## config.mk

```make
export PLATFORM = sky130hd
export DESIGN_NAME = fp_issue_queue
export DESIGN_NICKNAME = d
export VERILOG_FILES = /design/src/rtl/fp_issue_queue.sv
export SDC_FILE = /design/constraint.sdc
export NUM_CORES = 1
export LEC_CHECK = 0
export CAP_MARGIN = 10
export CORE_MARGIN = 1
export CORE_UTILIZATION = 58
export DETAILED_ROUTE_END_ITERATION = 8
export HOLD_SLACK_MARGIN = 0.02
export PLACE_DENSITY = 0.93
export SYNTH_ARGS = -nofsm -noshare
export SYNTH_HDL_FRONTEND = slang
export SYNTH_SLANG_ARGS = --single-unit
```

## constraint.sdc

```tcl
create_clock -name clk_i -period 6 [get_ports clk_i]
set_input_delay 1.2 -clock clk_i [delete_from_list [all_inputs] [get_ports clk_i]]
set_output_delay 1.2 -clock clk_i [all_outputs]
set_load 0.02 [all_outputs]
```

## src/rtl/fp_issue_queue.sv

```systemverilog
// Issue queue between the core and an FP unit: a circular FIFO of instruction/rs1 pairs,
// with issue throttled by a count of ops sent to the FPU that have not yet produced a result.
module fp_issue_queue #(
  parameter int DEPTH        = 4,
  parameter int MAX_INFLIGHT = 4
) (
  input  logic                   clk_i,
  input  logic                   rst_i,
  input  logic                   flush_i,
  input  logic                   push_valid_i,
  output logic                   push_ready_o,
  input  logic [31:0]            instr_i,
  input  logic [31:0]            rs1_i,
  output logic                   pop_valid_o,
  input  logic                   pop_ready_i,
  output logic [31:0]            instr_o,
  output logic [31:0]            rs1_o,
  input  logic                   result_valid_i,
  input  logic                   result_ready_i,
  output logic [$clog2(DEPTH):0] count_o,
  output logic [3:0]             inflight_o,
  output logic                   busy_o,
  output logic                   err_o
);
  localparam int AW = $clog2(DEPTH);
  localparam int CW = AW + 1;

  typedef struct packed {
    logic [31:0] instr;
    logic [31:0] rs1;
  } entry_t;

  entry_t [DEPTH-1:0] mem_q, mem_d;
  logic [AW-1:0]      wr_ptr_q, wr_ptr_d;
  logic [AW-1:0]      rd_ptr_q, rd_ptr_d;
  logic [CW-1:0]      count_q, count_d;
  logic [3:0]         inflight_q, inflight_d;
  logic               err_q, err_d;

  logic push_hs, pop_hs, res_hs;

  // push_ready depends only on registered occupancy, never on pop_ready_i.
  assign push_ready_o = (count_q != CW'(DEPTH));
  assign pop_valid_o  = (count_q != '0) && (inflight_q < 4'(MAX_INFLIGHT));
  assign push_hs      = push_valid_i && push_ready_o;
  assign pop_hs       = pop_valid_o && pop_ready_i;
  assign res_hs       = result_valid_i && result_ready_i;

  assign instr_o    = (count_q != '0) ? mem_q[rd_ptr_q].instr : 32'h0;
  assign rs1_o      = (count_q != '0) ? mem_q[rd_ptr_q].rs1   : 32'h0;
  assign count_o    = count_q;
  assign inflight_o = inflight_q;
  assign busy_o     = (count_q != '0) || (inflight_q != '0);
  assign err_o      = err_q;

  always_comb begin
    mem_d = mem_q;
    if (push_hs) mem_d[wr_ptr_q] = '{instr: instr_i, rs1: rs1_i};
  end

  always_comb begin
    wr_ptr_d   = wr_ptr_q;
    rd_ptr_d   = rd_ptr_q;
    count_d    = count_q;
    inflight_d = inflight_q;
    err_d      = err_q;
    if (flush_i) begin
      wr_ptr_d   = '0;
      rd_ptr_d   = '0;
      count_d    = '0;
      inflight_d = '0;
    end else begin
      if (push_hs) wr_ptr_d = wr_ptr_q + AW'(1);
      if (pop_hs)  rd_ptr_d = rd_ptr_q + AW'(1);
      count_d = count_q + CW'(push_hs) - CW'(pop_hs);
      // A result with nothing outstanding is a protocol error; the count saturates at 0.
      if (pop_hs && !res_hs)
        inflight_d = inflight_q + 4'd1;
      else if (res_hs && !pop_hs && inflight_q != '0)
        inflight_d = inflight_q - 4'd1;
      if (res_hs && inflight_q == '0) err_d = 1'b1;
    end
  end

  always_ff @(posedge clk_i) begin
    if (rst_i) begin
      wr_ptr_q   <= '0;
      rd_ptr_q   <= '0;
      count_q    <= '0;
      inflight_q <= '0;
      err_q      <= 1'b0;
    end else begin
      wr_ptr_q   <= wr_ptr_d;
      rd_ptr_q   <= rd_ptr_d;
      count_q    <= count_d;
      inflight_q <= inflight_d;
      err_q      <= err_d;
    end
  end

  always_ff @(posedge clk_i) begin
    mem_q <= mem_d;
  end
endmodule
```

# Word-level counts from Yosys, hierarchy flattened

Index checks and enable logic that the tools add are counted.

Input port bits: 71
Register bits after elaboration: 268

Mux-type cells: 9
Bitwise gates (word level): 1
Reductions and logical operators: 18
Order comparisons: 4
Equal/unequal tests: 1
Add/subtract/negate cells: 6

Operators with widths:

| kind                  | number |
|---|---|
| $bwmux W256           | 1 |
| $bmux W64 S2          | 1 |
| $demux W64 S2         | 1 |
| $mux W64              | 2 |
| $mux W32              | 2 |
| $logic_and A1 B1 Y1   | 9 |
| $mux W4               | 2 |
| $lt A2 B3 Y1 const B  | 2 |
| $add A2 B1 Y2 const B | 2 |
| $add A4 B1 Y4 const B | 1 |
| $logic_not A4 Y1      | 1 |
| $lt A4 B3 Y1 const B  | 1 |
| $reduce_bool A4 Y1    | 1 |
| $sub A4 B1 Y4 const B | 1 |
| $add A3 B1 Y3         | 1 |
| $ne A3 B3 Y1 const B  | 1 |
| $reduce_bool A3 Y1    | 1 |
| $sub A3 B1 Y3         | 1 |
| $ge A2 B1 Y1 const B  | 1 |
| $logic_not A1 Y1      | 2 |
| $reduce_and A2 Y1     | 1 |
| $reduce_bool A2 Y1    | 1 |
| $reduce_or A2 Y1      | 1 |
| $logic_or A1 B1 Y1    | 1 |
| $not A1 Y1            | 1 |

# Depth between registers and ports, before layout

Gate-level depths: netlist of the first run.

Depth in word-level cells: 8
Mapped depth: 11

# Least setup slack after synthesis of the first run

OpenSTA, ideal clock, no wires.

Path kind: input to register
Start point: input port push_valid_i
End point: register mem_q[100] (netlist name) (enable)
Stages: 1
Buffers on the path: 0
Arrival: 2.755 ns
Setup time: 0.429 ns
Slack: 2.816 ns
Cell sequence: and3_1

Longest elaborated chain between the ends: 1

RTL lines:

| item                 | line | text |
|---|---|---|
| from (decl)          | 10   | `input logic push_valid_i,` |
| $logic_and A1 B1 Y1  | 45   | `assign push_hs = push_valid_i && push_ready_o;` |
| to (signal assigned) | 102  | `mem_q <= mem_d;` |
| to (decl)            | 33   | `entry_t [DEPTH-1:0] mem_q, mem_d;` |

No other way between the ends.
A chain may end at the register's enable or synchronous reset.

# Worst setup path in the final report of the first run

Start point: register rd_ptr_q[0]
End point: output port instr_o[11]

Longest elaborated chain between the ends: 3

RTL lines:

| item                   | line | text |
|---|---|---|
| from (decl)            | 35   | `logic [AW-1:0] rd_ptr_q, rd_ptr_d;` |
| from (signal assigned) | 94   | `rd_ptr_q <= rd_ptr_d;` |
| $bmux W64 S2           | 49   | `assign instr_o = (count_q != '0) ? mem_q[rd_ptr_q].instr : 32'h0;` |
| $mux W64               | --   |  |
| $mux W32               | 49   |  |
| to (decl)              | 16   | `output logic [31:0] instr_o,` |

No other way between the ends. The select of a mux whose other input is x is not followed.

==> qor.yml, run 1 <==
outcome: "finished, final reports clean"
num_rows: 48
drtAntennaViolNets: 0
cts_repair_resize_count: 0
max_clock_freq_mhz: 233
number_of_antenna_violations_at_the_first_check_in_global_routing: 0
cts_buffer_depth: 3
die_h_um: 136
finalSetupViolations: 0
syn_avg_cell_area_um2: 21.1
drt_iter0_drc: 411
seq_area_um2: 7940
htree_levels: 1
fin_nets: 725
setup_tns_ns: 0
clock_sinks: 268
area_growth_pct: 24.2
hp-start: "err_o$_SDFFE_PP0P_"
finalHoldViolCount: 0
fillCellCount: 950
via_count_of_the_first_global_routing_pass: 5417
timing.slew.headroom_pct: 32.5
async_flop_share_pct: 0
place_hpwl_um: 11300
worstSetupEndpointType: "output port"
place_ws_ns: 2.17
placedInstanceArea_um2: 12000
critical_path.max_fanout: 31
route.vias.total: 5110
clk-insertion-delay-late_ns: 0.52
core_um2: 17400
die_area_um2: 18400
cts_tree: "yes"
final.min_clock_period_ns: 4.30
static_leakage_nw: 4.11
synth.net_count: 571
cts.reportedPaths.clkPinSlew_ns: 0.06
dp.cells: 840
antenna-diode-count: 0
grt_overflow_total: 0
clock_tree.root_cell: "clkbuf_16"
number_of_flops_mapped_to_enable_cells_by_yosys: 256
timing_max_transition_violations_final: 0
synth_fa_ha_area_share_pct: 1.35
critical_path_arrival_ns: 3.10
post_synth_and_or_nand_nor_area_fraction_pct: 5.89
layout.cells.most_common: "edfxtp_1"
criticalPathCategory: "reg -> out"
irDropWorstVdd_mv: 0.237
detail_route.vias_per_cell: 5.74
power_density_over_cell_area_nw_per_um2: 319
critical_path_required_ns: 4.80
synth-seq-cells: 268
boundaryPins: 146
syn_area_um2: 10400
final_cell_mix: "edfxtp_1, clkdlybuf4s50_1, and2_1"
worst_r2r_startpoint: "count_o[1]$_SDFF_PP0_"
numCtsBuffers: 27
synthFlopType: "edfxtp_1"
ctsHoldBuffers: 0
setup_repair_after_global_routing_missed_its_margin: "no"
synth_xor_xnor_area_share_pct: 0.508
finalCritPeriodShare_pct: 71.6
cts_setup_buffers: 0
drt_drc_violations_left: 0
floorplan.initialDensity_pct: 59.6
yosysWarnings: 0
fin_skew_ns: 0.00671
drv.max_cap_violation_count: 0
yosys.cell_types.count: 30
final_cells: 890
tightestPinTransition_ns: 1.01
drive_gt1_share_pct: 16.1
grt_max_degree: 70
worstSetupStartpoint: "rd_ptr_q[0]$_SDFFE_PP0P_"
synth_top_family_by_area: "multiplexers"
timing.final.ws_setup_ns: 1.70
post_synth_mux_area_share_pct: 13.9
buffer_ports.inserted: 145
drt_pre_antenna_iters: 7
worst_setup_path_start_kind: "register"
wl_per_cell_um: 21.8
finalWirelength_um: 19400
yosysSeqAreaShare_pct: 76.6
grt.total_usage_pct: 22.0
post_synth_inst_count: 490
postLayoutCellArea_um2: 12900
multi_input_area_um2: 2330
gpl.final_weighted_congestion: 0.787
synth_compound_area_share_pct: 0.604
fp.dieW_um: 136
grt_pass1_wl_um: 30000
hp-class: "reg -> reg"
post-route-util_pct: 74.1
layout make-up:
type	instances	area share, %
multi-input cells	194	18.1
clock buffers	34	5.46
flip-flops and latches	268	61.7
well taps	225	2.19
repair buffers	147	11.4
inverters	6	0.175
clock inverters	16	0.944
routing by layer:
| layer | up-vias | part of all wire, % | GRT usage [%] |
|---|---|---|---|
| met3 | 38 | 4.9 | 3.82 |
| met1 | 2599 | 40 | 29.1 |
| li1 | 2286 | - | - |
| met4 | 0 | 2.4 | 7.12 |
| met2 | 187 | 52 | 37.4 |
| met5 | - | 0 | 0 |
kinds of logic (layout without fill, tap and decap cells):
kind of cell,count (synthesis),in the layout
flip-flops,268,268
AND/OR/NAND/NOR,104,104
multiplexers,64,64
buffers and inverters,28,203
adder cells (fa/ha/maj),10,10
AO/OA/AOI/OAI,10,10
XOR/XNOR,6,6
synth_stat cells (all sizes together) (4+ instances only):
cell type | number | area [µm²]
edfxtp | 256 | 7690
and2 | 67 | 419
mux4 | 64 | 1440
clkbuf | 12 | 45.0
dfxtp | 12 | 240
buf | 10 | 50.1
ha | 8 | 100
nand2 | 8 | 30.0
nor2 | 8 | 30.0
inv | 6 | 22.5
and3 | 5 | 31.3
nand3 | 5 | 25.0
a21oi | 4 | 20.0
nor3 | 4 | 20.0
critical path, stage by stage (launching register included):
cell             delay, ns
dfxtp_4               0.76
buf_4                 0.49
mux4_2                0.56
and2_1                0.19
clkdlybuf4s50_1       0.55
worst paths after layout:
path / endpoint / slack, ns / depth (start not counted)
max reg2reg: count_o[2]$_SDFF_PP0_ / 3.22 / 10
min reg2reg: err_o$_SDFFE_PP0P_ / 0.49 / 2
max: instr_o[11] / 1.70 / 4
min: err_o$_SDFFE_PP0P_ / 0.49 / 2
state kept, by name, summed over array words and instances (netlist names):
name / count
mem_q: 256
inflight_o: 4
count_o: 3
rd_ptr_q: 2
wr_ptr_q: 2
err_o: 1
where the power goes:
| part | total [mW] | internal [mW] | switching [mW] |
|---|---|---|---|
| sequential | 2.13 | 2.11 | 0.0220 |
| combinational | 0.420 | 0.208 | 0.211 |
| clock | 1.55 | 0.909 | 0.645 |
per-stage QoR:
stage,hold WS [ns],total power [mW]
after global placement,0.456,2.58
after global routing,0.541,4.23
after CTS,0.488,4.14
after detailed placement,0.475,2.59
after floorplan,0.469,2.38
final,0.494,4.11
(Power assumes the default switching activity.)
==> inputs of run 2 (changes only) <==
--- a/config.mk
+++ b/config.mk
@@ -7,10 +7,10 @@
 export LEC_CHECK = 0
 export CAP_MARGIN = 10
 export CORE_MARGIN = 1
-export CORE_UTILIZATION = 58
+export CORE_UTILIZATION = 54
 export DETAILED_ROUTE_END_ITERATION = 8
 export HOLD_SLACK_MARGIN = 0.02
-export PLACE_DENSITY = 0.93
+export PLACE_DENSITY = 0.88
 export SYNTH_ARGS = -nofsm -noshare
 export SYNTH_HDL_FRONTEND = slang
 export SYNTH_SLANG_ARGS = --single-unit
==> constraint.sdc (replaced) <==
create_clock -name clk_i -period 4.2 [get_ports clk_i]
set_input_delay 0.84 -clock clk_i [delete_from_list [all_inputs] [get_ports clk_i]]
set_output_delay 0.84 -clock clk_i [all_outputs]
set_load 0.02 [all_outputs]
==> run 2 against run 1 <==
Compared with the run above:
- power increased by 40%
- sequential share of layout area grew 0.084 points
- clock power up 37%
- critical endpoint is now rs1_o[21]
==> qor.yml, run 2 (synthesis results as in run 1) <==
outcome: "finished, final reports clean"
place_hpwl_um: 11300  # +0.18%
drv.max_cap_violation_count: 0  # unchanged
place_ws_ns: 0.735  # -1.44 ns
clk-insertion-delay-late_ns: 0.53  # about the same
finalSetupViolations: 0  # unchanged
finalHoldViolCount: 0  # unchanged
final_cell_mix: "edfxtp_1, clkdlybuf4s50_1, and2_1"
cts_buffer_depth: 3  # unchanged
core_um2: 18800  # +8.1%
crit_buf_inv: 1  # -1
detail_route.vias_per_cell: 5.78  # +0.61%
cts.reportedPaths.clkPinSlew_ns: 0.06  # about the same
hp-start: "wr_ptr_q[1]$_SDFFE_PP0P_"
crit_slowest_cell: "dfxtp_4"
critical_path_arrival_ns: 2.71  # -0.39 ns
die_area_um2: 19700  # +7.3%
htree_levels: 1  # unchanged
top_register_by_number_of_flip_flops: "mem_q"
criticalPathCategory: "reg -> out"
finalWirelength_um: 19700  # +1.4%
tightestPinTransition_ns: 1.05  # +0.0343 ns
grt_pass1_wl_um: 30600  # +2.0%
timing.final.ws_setup_ns: 0.653  # -1.05 ns
grt_overflow_total: 0  # unchanged
finalCritPeriodShare_pct: 84.5
cts_setup_buffers: 0  # unchanged
worst_setup_path_start_kind: "register"
buffer_ports.inserted: 145  # unchanged
clockPowerShare_pct: 36.7  # -1.1 points
clock_tree.root_cell: "clkbuf_16"
critical_path_required_ns: 3.36  # -1.44 ns
antenna-diode-count: 0  # unchanged
static_leakage_nw: 4.10  # -0.19%
cts_tree: "yes"
total_switching_power_mw: 1.26  # +43%
drt_iter0_drc: 359  # -13%
route.vias.total: 5170  # +1.2%
gpl.final_weighted_congestion: 0.753  # -4.3%
layout.cells.most_common: "edfxtp_1"
pwr-share-seq_pct: 52.8  # +0.9 points
wl_per_cell_um: 22.0  # +0.84%
timing.critical_path.max_delay_family: "flip-flops"
worstSetupEndpointType: "output port"
cpPeakStageDelay_ns: 0.96  # +0.20 ns
setup_repair_after_global_routing_missed_its_margin: "no"
worstHoldEndpoint: "wr_ptr_q[1]$_SDFFE_PP0P_"
irDropWorstVdd_mv: 0.368  # +55%
timing_max_transition_violations_final: 0  # unchanged
power_density_over_cell_area_nw_per_um2: 449  # +41%
setup_tns_ns: 0  # unchanged
holdWs_ns: 0.510  # +0.0162 ns
final.min_clock_period_ns: 3.55
area_growth_pct: 24.0
fp.dieW_um: 140  # +3.6%
grt.total_usage_pct: 20.8  # -1.2 points
rr_worst_depth: 8  # -2
numCtsBuffers: 26  # -3.7%
boundaryPins: 146  # unchanged
fin_nets: 725  # unchanged
die_h_um: 140  # +3.6%
switching_share_pct: 21.8  # +0.43 points
ctsHoldBuffers: 0  # unchanged
timing.slew.headroom_pct: 30.2  # -2.3 points
largest_register_ff_count: 256  # unchanged
number_of_antenna_violations_at_the_first_check_in_global_routing: 0  # unchanged
grt_max_degree: 70  # unchanged
drive_gt1_share_pct: 16.8  # +0.70 points
comb_power_share_pct: 10.5  # +0.3 points
cts_repair_resize_count: 0  # unchanged
max_clock_freq_mhz: 282
num_rows: 50  # +4.2%
min_path_cells: 2  # unchanged
fin_skew_ns: 0.0265  # +0.0198 ns
clock_sinks: 268  # unchanged
floorplan.initialDensity_pct: 55.2  # -4.5 points
drt_pre_antenna_iters: 5  # -2
worst_r2r_startpoint: "count_o[1]$_SDFF_PP0_"
r2r_setup_slack_ns: 1.45  # -1.77 ns
drt_drc_violations_left: 0  # unchanged
hp-class: "reg -> reg"
critical_path.max_fanout: 65  # +110%
worstReg2RegEnd: "inflight_o[3]$_SDFFE_PP0P_"
via_count_of_the_first_global_routing_pass: 5590  # +3.2%
path_cells: "mux4_2 > and2_1 > clkdlybuf4s50_1"
cell_internal_pwr_mw: 4.51  # +40%
drtAntennaViolNets: 0  # unchanged
run 2: power by group through the flow:
stage	registers [mW]	logic, mW	clock network [mW]
3_3_place_gp	3.09	0.591	0
4_1_cts	3.04	0.612	2.16
2_1_floorplan	3.10	0.308	0
3_5_place_dp	3.10	0.607	0
6_report	3.04	0.606	2.12
5_1_grt	3.05	0.645	2.25
run 2: per-layer routing:
layer / global-route usage (%) / up-vias / share of wire, %
li1: - / 2281 / -
met1: 26.7 / 2650 / 39
met2: 35.9 / 196 / 52
met3: 3.56 / 43 / 5.8
met4: 7.78 / 0 / 3.0
met5: 0 / - / 0
run 2: how the worst max path moves through the flow:
| stage | startpoint | endpoint | slack [ns] | depth (start not counted) |
|---|---|---|---|---|
| final | rd_ptr_q[1]$_SDFFE_PP0P_ | rs1_o[21] | 0.65 | 3 |
| after global routing | rd_ptr_q[0]$_SDFFE_PP0P_ | rs1_o[20] | 0.50 | 4 |
| after CTS | rd_ptr_q[0]$_SDFFE_PP0P_ | rs1_o[21] | 0.58 | 4 |
| after detailed placement | pop_ready_i | count_o[2]$_SDFF_PP0_ | 0.73 | 11 |
| after global placement | pop_ready_i | count_o[2]$_SDFF_PP0_ | 0.97 | 11 |
| after floorplan | count_o[1]$_SDFF_PP0_ | mem_q[0]$_DFFE_PP_ | 1.31 | 2 |
run 2: tightest hold or removal path, stage by stage (launching register included):
cell and delay (ns):
dfxtp_1 0.34, nand2_1 0.07, a21oi_1 0.06
run 2: metrics by stage:
stage	total power [mW]	util (%)	cell area, µm²	instances
2_1_floorplan	3.40	-	10400	490
6_report	5.77	68.4	12800	895
4_1_cts	5.82	68.4	12800	895
3_5_place_dp	3.71	64.3	12100	850
5_1_grt	5.95	68.4	12800	895
3_3_place_gp	3.68	64.3	12100	850
run 2: area by class of cell:
type	instances	area, µm²
sequential	268	7940
timing repair buffer	148	1490
fill	1136	5930
clock buffer	31	669
multi-input combinational	194	2330
tap	234	293
inverter	6	22.5
clock inverter	14	105
==> inputs of run 3 (changes only) <==
==> constraint.sdc (replaced) <==
create_clock -name clk_i -period 3.45 [get_ports clk_i]
set_input_delay 0.69 -clock clk_i [delete_from_list [all_inputs] [get_ports clk_i]]
set_output_delay 0.69 -clock clk_i [all_outputs]
set_load 0.02 [all_outputs]
==> run 3 against run 2 <==
Compared with the run above:
- cell area up 0.81%
- clock skew down 0.013 ns
- via count up 1.0%
- die area unchanged
- first-iteration DRC count down 18%
- global-route usage up 0.29 points
- sequential share of layout area down 0.50 points
- clock power up 21%
- count of clock-buffer cells in the layout up 1
- non-clock buffer count up 11
==> qor.yml, run 3 (synthesis results as in run 1) <==
outcome: "finished, final reports clean"
critical_path_arrival_ns: 2.63  # -0.08 ns
grt_util_met2_pct: 37.0  # +1.1 points
final_cells: 909  # +1.6%
power_density_over_cell_area_nw_per_um2: 542  # +21%
critical_path_required_ns: 2.76  # -0.60 ns
cell_internal_pwr_mw: 5.47  # +21%
post-route-util_pct: 69.0  # +0.55 points
via_count_of_the_first_global_routing_pass: 5584  # -0.11%
path_cells: "buf_4 > mux4_2 > and2_1 > clkdlybuf4s50_1"
ctsHoldBuffers: 0  # unchanged
htree_levels: 1  # unchanged
fin_nets: 737  # +1.7%
largest_register_ff_count: 256  # unchanged
buffer_ports.inserted: 145  # unchanged
final.min_clock_period_ns: 3.32
timing.slew.headroom_pct: 45.9  # +16 points
criticalPathCategory: "reg -> out"
floorplan.initialDensity_pct: 55.2  # unchanged
finalWirelength_um: 20000  # +1.6%
irDropWorstVdd_mv: 0.464  # +26%
timing.critical_path.max_delay_family: "buffers and inverters"
tightestPinTransition_ns: 0.805  # -0.242 ns
wl_per_cell_um: 22.0  # about the same
comb_power_share_pct: 10.7  # +0.2 points
core_um2: 18800  # unchanged
total_switching_power_mw: 1.54  # +23%
drv.max_cap_violation_count: 0  # unchanged
numCtsBuffers: 27  # +3.8%
antenna-diode-count: 0  # unchanged
boundaryPins: 146  # unchanged
max_clock_freq_mhz: 302
clock_tree.root_cell: "clkbuf_16"
setup_tns_ns: 0  # unchanged
num_rows: 50  # unchanged
grt.total_usage_pct: 21.1  # +0.29 points
fin_skew_ns: 0.0131  # -0.0135 ns
die_h_um: 140  # unchanged
multi_input_area_um2: 2330  # unchanged
crit_buf_inv: 2  # +1
gpl.final_weighted_congestion: 0.778  # +3.2%
grt_max_degree: 70  # unchanged
route.vias.total: 5222  # +1.0%
worstSetupEndpointType: "output port"
switching_share_pct: 22.0  # +0.19 points
detail_route.vias_per_cell: 5.74  # -0.55%
clockPowerShare_pct: 36.6  # about the same
timing_max_transition_violations_final: 0  # unchanged
drive_gt1_share_pct: 17.9  # +1.1 points
top_usage_layer: "met2"
cts_repair_resize_count: 0  # unchanged
grtUsageMet1_pct: 27.0  # +0.29 points
pwr-share-seq_pct: 52.8  # about the same
clk-insertion-delay-late_ns: 0.52  # about the same
drt_iter0_drc: 293  # -18%
cts_buffer_depth: 3  # unchanged
cts_tree: "yes"
static_leakage_nw: 4.16  # +1.5%
finalHoldViolCount: 0  # unchanged
place_hpwl_um: 12400  # +9.0%
die_area_um2: 19700  # unchanged
fp.dieW_um: 140  # unchanged
groute.layer.met3.usage_pct: 3.97  # +0.41 points
finalSetupViolations: 0  # unchanged
setup_repair_after_global_routing_missed_its_margin: "no"
critical_path.max_fanout: 39  # -40%
cts_setup_buffers: 0  # unchanged
cts.reportedPaths.clkPinSlew_ns: 0.07  # about the same
hp-class: "reg -> reg"
grt_pass1_wl_um: 31300  # +2.2%
top_register_by_number_of_flip_flops: "mem_q"
drt_drc_violations_left: 0  # unchanged
placedInstanceArea_um2: 12200  # +0.89%
drtAntennaViolNets: 0  # unchanged
layout.cells.most_common: "edfxtp_1"
finalCritPeriodShare_pct: 96.1
finalPower_mw: 7.01  # +22%
postLayoutCellArea_um2: 12900  # +0.81%
fillCellCount: 1140  # +0.35%
grt_overflow_total: 0  # unchanged
drt_pre_antenna_iters: 4  # -1
clock_sinks: 268  # unchanged
cpPeakStageDelay_ns: 0.77  # -0.19 ns
area_growth_pct: 25.0
worst_setup_path_start_kind: "register"
seq_area_um2: 7940  # unchanged
final_cell_mix: "edfxtp_1, clkdlybuf4s50_1, and2_1"
dp.cells: 861  # +1.3%
number_of_antenna_violations_at_the_first_check_in_global_routing: 0  # unchanged
crit_slowest_cell: "dfxtp_4"
## run 3: worst paths after layout
path                                 start  slack [ns]                    end  cells after the start
setup / recovery  rd_ptr_q[1]$_SDFFE_PP0P_        0.13            instr_o[25]                      4
hold reg to reg         err_o$_SDFFE_PP0P_        0.49     err_o$_SDFFE_PP0P_                      2
hold / removal          err_o$_SDFFE_PP0P_        0.49     err_o$_SDFFE_PP0P_                      2
setup reg to reg     count_o[1]$_SDFF_PP0_        0.68  count_o[2]$_SDFF_PP0_                     10
## run 3: through the flow
stage	setup slack, ns	hold WS, ns
after floorplan	0.556	0.469
after global placement	0.369	0.475
after detailed placement	0.190	0.461
after CTS	0.0858	0.487
after global routing	0.0339	0.525
final	0.134	0.492
## run 3: final cells by class
cell class	instances	share of cell area [%]
inverters	6	0.174
well taps	234	2.26
clock inverters	16	0.590
clock buffers	32	5.37
repair buffers	159	12.3
flip-flops and latches	268	61.3
multi-input cells	194	18.0
## run 3: power groups by stage
| stage | Clock [mW] | Combinational [mW] | Sequential [mW] |
|---|---|---|---|
| global placement | 0 | 0.732 | 3.76 |
| floorplan | 0 | 0.375 | 3.77 |
| detailed placement | 0 | 0.753 | 3.77 |
| CTS | 2.61 | 0.757 | 3.70 |
| finish | 2.56 | 0.747 | 3.70 |
| global route | 2.74 | 0.797 | 3.70 |
## run 3: tightest hold or removal path, cell delays in order, from the launching register on
cell     delay (ns)
dfxtp_1        0.34
a21oi_1        0.04
nor2_1         0.08
## run 3: routing by layer
layer / share of wire, % / wire (µm)
met1: 39 / 7800
met2: 53 / 10600
met3: 6.1 / 1210
met4: 1.9 / 375
met5: 0 / 0
